File: config.mk
export PLATFORM = sky130hd
export DESIGN_NAME = pc_unit_flat
export DESIGN_NICKNAME = d
export VERILOG_FILES = /design/src/rtl/pc_if.sv /design/src/rtl/pc_unit.sv /design/src/flat_wrapper.sv
export SDC_FILE = /design/constraint.sdc
export NUM_CORES = 1
export LEC_CHECK = 0
export ABC_AREA = 1
export BUFFER_PORTS_ARGS = -buffer_cell sky130_fd_sc_hd__buf_2
export CAP_MARGIN = 20
export CORE_ASPECT_RATIO = 0.9
export CORE_MARGIN = 8
export CORE_UTILIZATION = 45
export CTS_BUF_LIST = sky130_fd_sc_hd__clkbuf_16
export CTS_CLUSTER_SIZE = 10
export DETAILED_ROUTE_END_ITERATION = 8
export HOLD_SLACK_MARGIN = 0.03
export PLACE_DENSITY_LB_ADDON = 0.25
export SKIP_LAST_GASP = 1
export SLEW_MARGIN = 25
export SYNTH_ARGS = -nofsm -noshare
export SYNTH_HDL_FRONTEND = slang
export SYNTH_SLANG_ARGS = --single-unit
File: constraint.sdc
create_clock -name clk -period 1.9 [get_ports clk]
set_clock_uncertainty 0.2 [all_clocks]
set_input_delay 0.19 -clock clk [delete_from_list [all_inputs] [get_ports clk]]
set_output_delay 0.19 -clock clk [all_outputs]
set_load 0.1 [all_outputs]
File: src/rtl/pc_if.sv
// Request/response bundle between the control unit (master) and the PC unit (slave).
interface pc_if #(
  parameter int unsigned ADDR_W = 24,
  parameter int unsigned OFF_W  = 12
);
  logic              stall;
  logic              write;
  logic              PC_INC;
  logic              branch;
  logic [OFF_W-1:0]  br_off;
  logic              call;
  logic              ret;
  logic [ADDR_W-1:0] ins_in;
  logic [ADDR_W-1:0] ins_out;
  logic              ras_full;
  logic              ras_empty;
  logic              ras_ovf;
  logic              ras_unf;

  modport master (
    output stall, write, PC_INC, branch, br_off, call, ret, ins_in,
    input  ins_out, ras_full, ras_empty, ras_ovf, ras_unf
  );

  modport slave (
    input  stall, write, PC_INC, branch, br_off, call, ret, ins_in,
    output ins_out, ras_full, ras_empty, ras_ovf, ras_unf
  );
endinterface

File: src/rtl/pc_unit.sv
// Program counter with relative branch, stall and call/return stack.
// Return-address stack is built only when PC_RAS_EN is defined.
module pc_unit #(
  parameter int unsigned            ADDR_W     = 24,
  parameter logic [ADDR_W-1:0]      RESET_ADDR = '0,
  parameter int unsigned            STEP       = 1,
  parameter int unsigned            OFF_W      = 12,
  parameter int unsigned            RAS_DEPTH  = 4
) (
  input logic clk,
  input logic rst_n,
  pc_if.slave bus
);

  localparam logic [ADDR_W-1:0] StepW = ADDR_W'(STEP);

  logic [ADDR_W-1:0] pc_q, pc_d;
  logic [ADDR_W-1:0] pc_next_seq, br_target;
  logic              unf_q, unf_d;

  assign pc_next_seq = pc_q + StepW;
  assign br_target   = pc_q + {{(ADDR_W-OFF_W){bus.br_off[OFF_W-1]}}, bus.br_off};
  assign bus.ins_out = pc_q;
  assign bus.ras_unf = unf_q;

`ifdef PC_RAS_EN
  localparam int unsigned     PtrW   = $clog2(RAS_DEPTH);
  localparam int unsigned     CntW   = PtrW + 1;
  localparam logic [CntW-1:0] CntMax = CntW'(RAS_DEPTH);

  logic [ADDR_W-1:0] ras_q [RAS_DEPTH];
  logic [PtrW-1:0]   top_q, top_d;
  logic [CntW-1:0]   cnt_q, cnt_d;
  logic              ovf_q, ovf_d;
  logic              push;

  always_comb begin
    pc_d  = pc_q;
    top_d = top_q;
    cnt_d = cnt_q;
    ovf_d = ovf_q;
    unf_d = unf_q;
    push  = 1'b0;
    if (!bus.stall) begin
      if (bus.write) begin
        pc_d = bus.ins_in;
      end else if (bus.ret) begin
        if (cnt_q == '0) begin
          unf_d = 1'b1;
        end else begin
          pc_d  = ras_q[top_q];
          top_d = top_q - PtrW'(1);
          cnt_d = cnt_q - CntW'(1);
        end
      end else if (bus.call) begin
        // When full, top+1 lands on the oldest entry, so it is overwritten.
        pc_d  = bus.ins_in;
        push  = 1'b1;
        top_d = top_q + PtrW'(1);
        if (cnt_q == CntMax) ovf_d = 1'b1;
        else                 cnt_d = cnt_q + CntW'(1);
      end else if (bus.branch) begin
        pc_d = br_target;
      end else if (bus.PC_INC) begin
        pc_d = pc_next_seq;
      end
    end
  end

  always_ff @(posedge clk or negedge rst_n) begin
    if (!rst_n) begin
      pc_q  <= RESET_ADDR;
      top_q <= '1;
      cnt_q <= '0;
      ovf_q <= 1'b0;
      unf_q <= 1'b0;
    end else begin
      pc_q  <= pc_d;
      top_q <= top_d;
      cnt_q <= cnt_d;
      ovf_q <= ovf_d;
      unf_q <= unf_d;
    end
  end

  always_ff @(posedge clk) begin
    if (push) ras_q[top_d] <= pc_next_seq;
  end

  assign bus.ras_full  = (cnt_q == CntMax);
  assign bus.ras_empty = (cnt_q == '0);
  assign bus.ras_ovf   = ovf_q;
`else
  always_comb begin
    pc_d  = pc_q;
    unf_d = unf_q;
    if (!bus.stall) begin
      if (bus.write) begin
        pc_d = bus.ins_in;
      end else if (bus.ret) begin
        // No stack: a return is unsupported, flag it and hold.
        unf_d = 1'b1;
      end else if (bus.call) begin
        pc_d = bus.ins_in;
      end else if (bus.branch) begin
        pc_d = br_target;
      end else if (bus.PC_INC) begin
        pc_d = pc_next_seq;
      end
    end
  end

  always_ff @(posedge clk or negedge rst_n) begin
    if (!rst_n) begin
      pc_q  <= RESET_ADDR;
      unf_q <= 1'b0;
    end else begin
      pc_q  <= pc_d;
      unf_q <= unf_d;
    end
  end

  assign bus.ras_full  = 1'b0;
  assign bus.ras_empty = 1'b1;
  assign bus.ras_ovf   = 1'b0;
`endif

endmodule

File: src/flat_wrapper.sv
// flat-port wrapper written by rule: the top's interface ports become plain ports
module pc_unit_flat 
#(
  parameter int unsigned            ADDR_W     = 24,
  parameter logic [ADDR_W-1:0]      RESET_ADDR = '0,
  parameter int unsigned            STEP       = 1,
  parameter int unsigned            OFF_W      = 12,
  parameter int unsigned            RAS_DEPTH  = 4
)
  (clk, rst_n, bus_stall, bus_write, bus_PC_INC, bus_branch, bus_br_off, bus_call, bus_ret, bus_ins_in, bus_ins_out, bus_ras_full, bus_ras_empty, bus_ras_ovf, bus_ras_unf);
  pc_if #(.ADDR_W(ADDR_W), .OFF_W(OFF_W)) bus_i ();
  input logic clk;
  input logic rst_n;
  input wire logic [$bits(bus_i.stall)-1:0] bus_stall;
  input wire logic [$bits(bus_i.write)-1:0] bus_write;
  input wire logic [$bits(bus_i.PC_INC)-1:0] bus_PC_INC;
  input wire logic [$bits(bus_i.branch)-1:0] bus_branch;
  input wire logic [$bits(bus_i.br_off)-1:0] bus_br_off;
  input wire logic [$bits(bus_i.call)-1:0] bus_call;
  input wire logic [$bits(bus_i.ret)-1:0] bus_ret;
  input wire logic [$bits(bus_i.ins_in)-1:0] bus_ins_in;
  output wire logic [$bits(bus_i.ins_out)-1:0] bus_ins_out;
  output wire logic [$bits(bus_i.ras_full)-1:0] bus_ras_full;
  output wire logic [$bits(bus_i.ras_empty)-1:0] bus_ras_empty;
  output wire logic [$bits(bus_i.ras_ovf)-1:0] bus_ras_ovf;
  output wire logic [$bits(bus_i.ras_unf)-1:0] bus_ras_unf;
  assign bus_i.stall = bus_stall;
  assign bus_i.write = bus_write;
  assign bus_i.PC_INC = bus_PC_INC;
  assign bus_i.branch = bus_branch;
  assign bus_i.br_off = bus_br_off;
  assign bus_i.call = bus_call;
  assign bus_i.ret = bus_ret;
  assign bus_i.ins_in = bus_ins_in;
  assign bus_ins_out = bus_i.ins_out;
  assign bus_ras_full = bus_i.ras_full;
  assign bus_ras_empty = bus_i.ras_empty;
  assign bus_ras_ovf = bus_i.ras_ovf;
  assign bus_ras_unf = bus_i.ras_unf;
  pc_unit #(.ADDR_W(ADDR_W), .RESET_ADDR(RESET_ADDR), .STEP(STEP), .OFF_W(OFF_W), .RAS_DEPTH(RAS_DEPTH)) u_core (.clk(clk), .rst_n(rst_n), .bus(bus_i));
endmodule
==> impl_metrics.json <==
{
  "p_leak_nw": 2.28,
  "required_ns": 1.85,
  "whs_ns": 0.0152,
  "nFillCells": 522,
  "cts_root_buf": "clkbuf_16",
  "max_freq_ghz": 0.465,
  "fin_crit_sh": 1.13,
  "finalHoldViolations": 0,
  "cp_cell_sequence": "ha_4 -> inv_2 -> fa_2 -> nor2_2 -> nor2_2 -> o21ai_2 -> nand2_1 -> nand2_2 -> buf_4 -> a21oi_2 -> o21ai_1 -> a21boi_1",
  "p_int_mw": 1.80,
  "ant_nets": 0,
  "final_nets": 660,
  "slew_headroom": 0.569,
  "post-route-min-period_ns": 2.15,
  "diodes": 0,
  "cts.path.max_buffers": 2,
  "synthArstFlopShare": 1.00,
  "p_clk_frac": 0.133,
  "multi_input_area_um2": 2260,
  "vias": 3466,
  "fin_cells": 675,
  "grt_max_degree": 29,
  "core_area_um2": 6010,
  "finalCoreUtilization": 0.723,
  "port_buffers": 68,
  "crit_type": "register to register",
  "cts_buffers": 3,
  "netSwitchingPower_mw": 1.94,
  "start_util": 0.459,
  "syn_area_per_cell_um2": 5.81,
  "cts_tree": "done",
  "layout_setup_ws_ns": -0.250,
  "hpwl_um": 7210,
  "irDropWorstVdd_v": 0.000604,
  "swShare": 0.520,
  "drt_iter0_drc": 184,
  "routed_wl_um": 9830,
  "routedWlPerCell_um": 14.6,
  "dieWidth_um": 98.6,
  "first_pass_iters": 4,
  "synth.distinct_cells": 39,
  "htreeDepth": 1,
  "crit_arrival_ns": 2.10,
  "synth_flop_cell": "dfrtp_1",
  "power_density_nw_per_um2": 860,
  "cp_top_family": "adder cells",
  "postPlaceCellArea_um2": 3820,
  "cp-start-kind": "register",
  "design_area_um2": 4350,
  "synth-edff-count": 0,
  "worstMarginPinSlew_ns": 0.647,
  "syn_to_final_growth_pct": 57.5,
  "hold_class": "input port to register",
  "crit_top_cell": "nor2_2",
  "place_ws_ns": -0.402,
  "setup-violations-final": 20,
  "cap_viol_max_count": 0,
  "comb_power_share": 0.665,
  "critical_path.slowest_cell": "dfrtp_4",
  "globalRouteTotalUtil": 0.216,
  "grt_pass1_vias": 3399,
  "rsz0062_at_grt": "yes",
  "die_h_um": 90.3,
  "max_stage_delay_ns": 0.43,
  "status": "finished with violations",
  "drv_slew": 0,
  "yosys_warnings": 0,
  "finalPower_mw": 3.74,
  "ys_ff_latch": 25,
  "violations": "setup timing",
  "grt_remaining_overflow": 0,
  "die-area_um2": 8900,
  "cp-end-kind": "register",
  "crit_buf_inv": 2,
  "clk_latency_ns": 0.27,
  "power_frac_seq": 0.203,
  "grt_pass1_wl_um": 16100,
  "dp_cells": 651,
  "antenna_found_initial": 0,
  "drive_above_1_share": 0.466,
  "numClockSinks": 25,
  "place.gp.congestion": 0.940,
  "tns_ns": -2.41,
  "worstPathMaxFanout": 3,
  "syn-cell-area_um2": 2760,
  "path_clk_slew_ns": 0.07,
  "synth_seq_area_share": 0.227,
  "seq_area_um2": 697,
  "row_count": 27,
  "avgViaCountPerCell": 5.13,
  "io_pins": 72,
  "synthCells": 475,
  "drc_errors": 0
}
-- worst register-to-register path: cells and delay by family, from the launching register on --
kind / cells / cell delay [ns]
AOI/OAI and AO/OA: 4 / 0.37
buffers and inverters: 2 / 0.16
DFF: 1 / 0.43
and+or+nand+nor: 4 / 0.37
adders and majority gates: 2 / 0.50
-- worst paths after layout --
path | end | start | cells after the start | slack, ns
min in group asynchronous | u_core.bus.ins_out[7] | rst_n | 2 | 0.28
worst max-delay path | u_core.bus.ins_out[12] | u_core.bus.ins_out[0] | 12 | -0.25
worst min register to register | u_core.bus.ins_out[20] | u_core.bus.ins_out[20] | 2 | 0.32
max in group asynchronous | u_core.bus.ins_out[18] | rst_n | 2 | 0.73
worst max register to register | u_core.bus.ins_out[12] | u_core.bus.ins_out[0] | 12 | -0.25
worst min-delay path | u_core.bus.ins_out[4] | bus_ins_in[4] | 3 | 0.02
-- cell usage after synthesis (all sizes together) (4+ instances only) --
master,n,area (um^2)
nor2,58,240
buf,12,80.1
clkbuf,5,18.8
dfrtp,25,626
nand2,169,659
a21oi,24,120
ha,11,138
nand3,41,205
inv,66,248
a41oi,5,43.8
o21ai,25,125
xnor2,4,35.0
-- state kept, by name, summed over array words and instances, names as in the netlist --
name / count
u_core.bus.ins_out: 24
u_core.bus.ras_unf: 1
-- power groups by stage --
stage | clock network, mW | logic, mW | registers, mW
after global placement | 0 | 2.13 | 0.764
after detailed placement | 0 | 2.15 | 0.769
after CTS | 0.509 | 2.30 | 0.758
final | 0.496 | 2.49 | 0.758
after floorplan | 0 | 0.924 | 1.41
after global routing | 0.521 | 2.66 | 0.768
-- placed cells by master (no fill, tap or decap), types with 8 or more instances in the layout --
cell type	instances
nor2_2	10
nand3_1	34
inv_2	18
inv_1	49
nand2_4	11
dlygate4sd3_1	9
a21oi_1	15
o21ai_0	11
nand2_1	116
nand2_2	42
dfrtp_4	17
a21oi_2	8
buf_4	52
buf_2	68
buf_6	8
nor2_1	43
o21ai_1	9
ha_4	11
-- layout make-up --
class / instances / share of cell area
Multi-Input combinational cell: 366 / 0.519
Timing Repair Buffer: 140 / 0.223
Sequential cell: 25 / 0.160
Inverter: 68 / 0.0587
Tap cell: 72 / 0.0207
Clock buffer: 3 / 0.0173
Clock inverter: 1 / 0.000863
-- cell families after synthesis --
group	share of synthesized area
AOI/OAI and AO/OA	0.147
other	0.00272
muxes	0.00362
adders and majority gates	0.0571
xor gates and xnor gates	0.0190
DFF	0.227
and+or+nand+nor	0.415
buffers and inverters	0.128
-- layer usage --
| layer | GRT usage | routed length [um] | vias to the layer above |
|---|---|---|---|
| met5 | 0 | 0 | - |
| met4 | 0.0319 | 104 | 0 |
| met3 | 0.0524 | 712 | 10 |
| met2 | 0.344 | 4490 | 119 |
| met1 | 0.291 | 4520 | 1590 |
| li1 | - | - | 1747 |
-- repair_timing --
action                                  4_1_cts  5_1_grt
pin swaps                                    48       23
resized for setup                            45       43
endpoints found under the setup margin       19       22
buffers inserted                              6        7
hold buffers                                  9        0
hold endpoints to repair                     32        0
(Power assumes the default switching activity.)
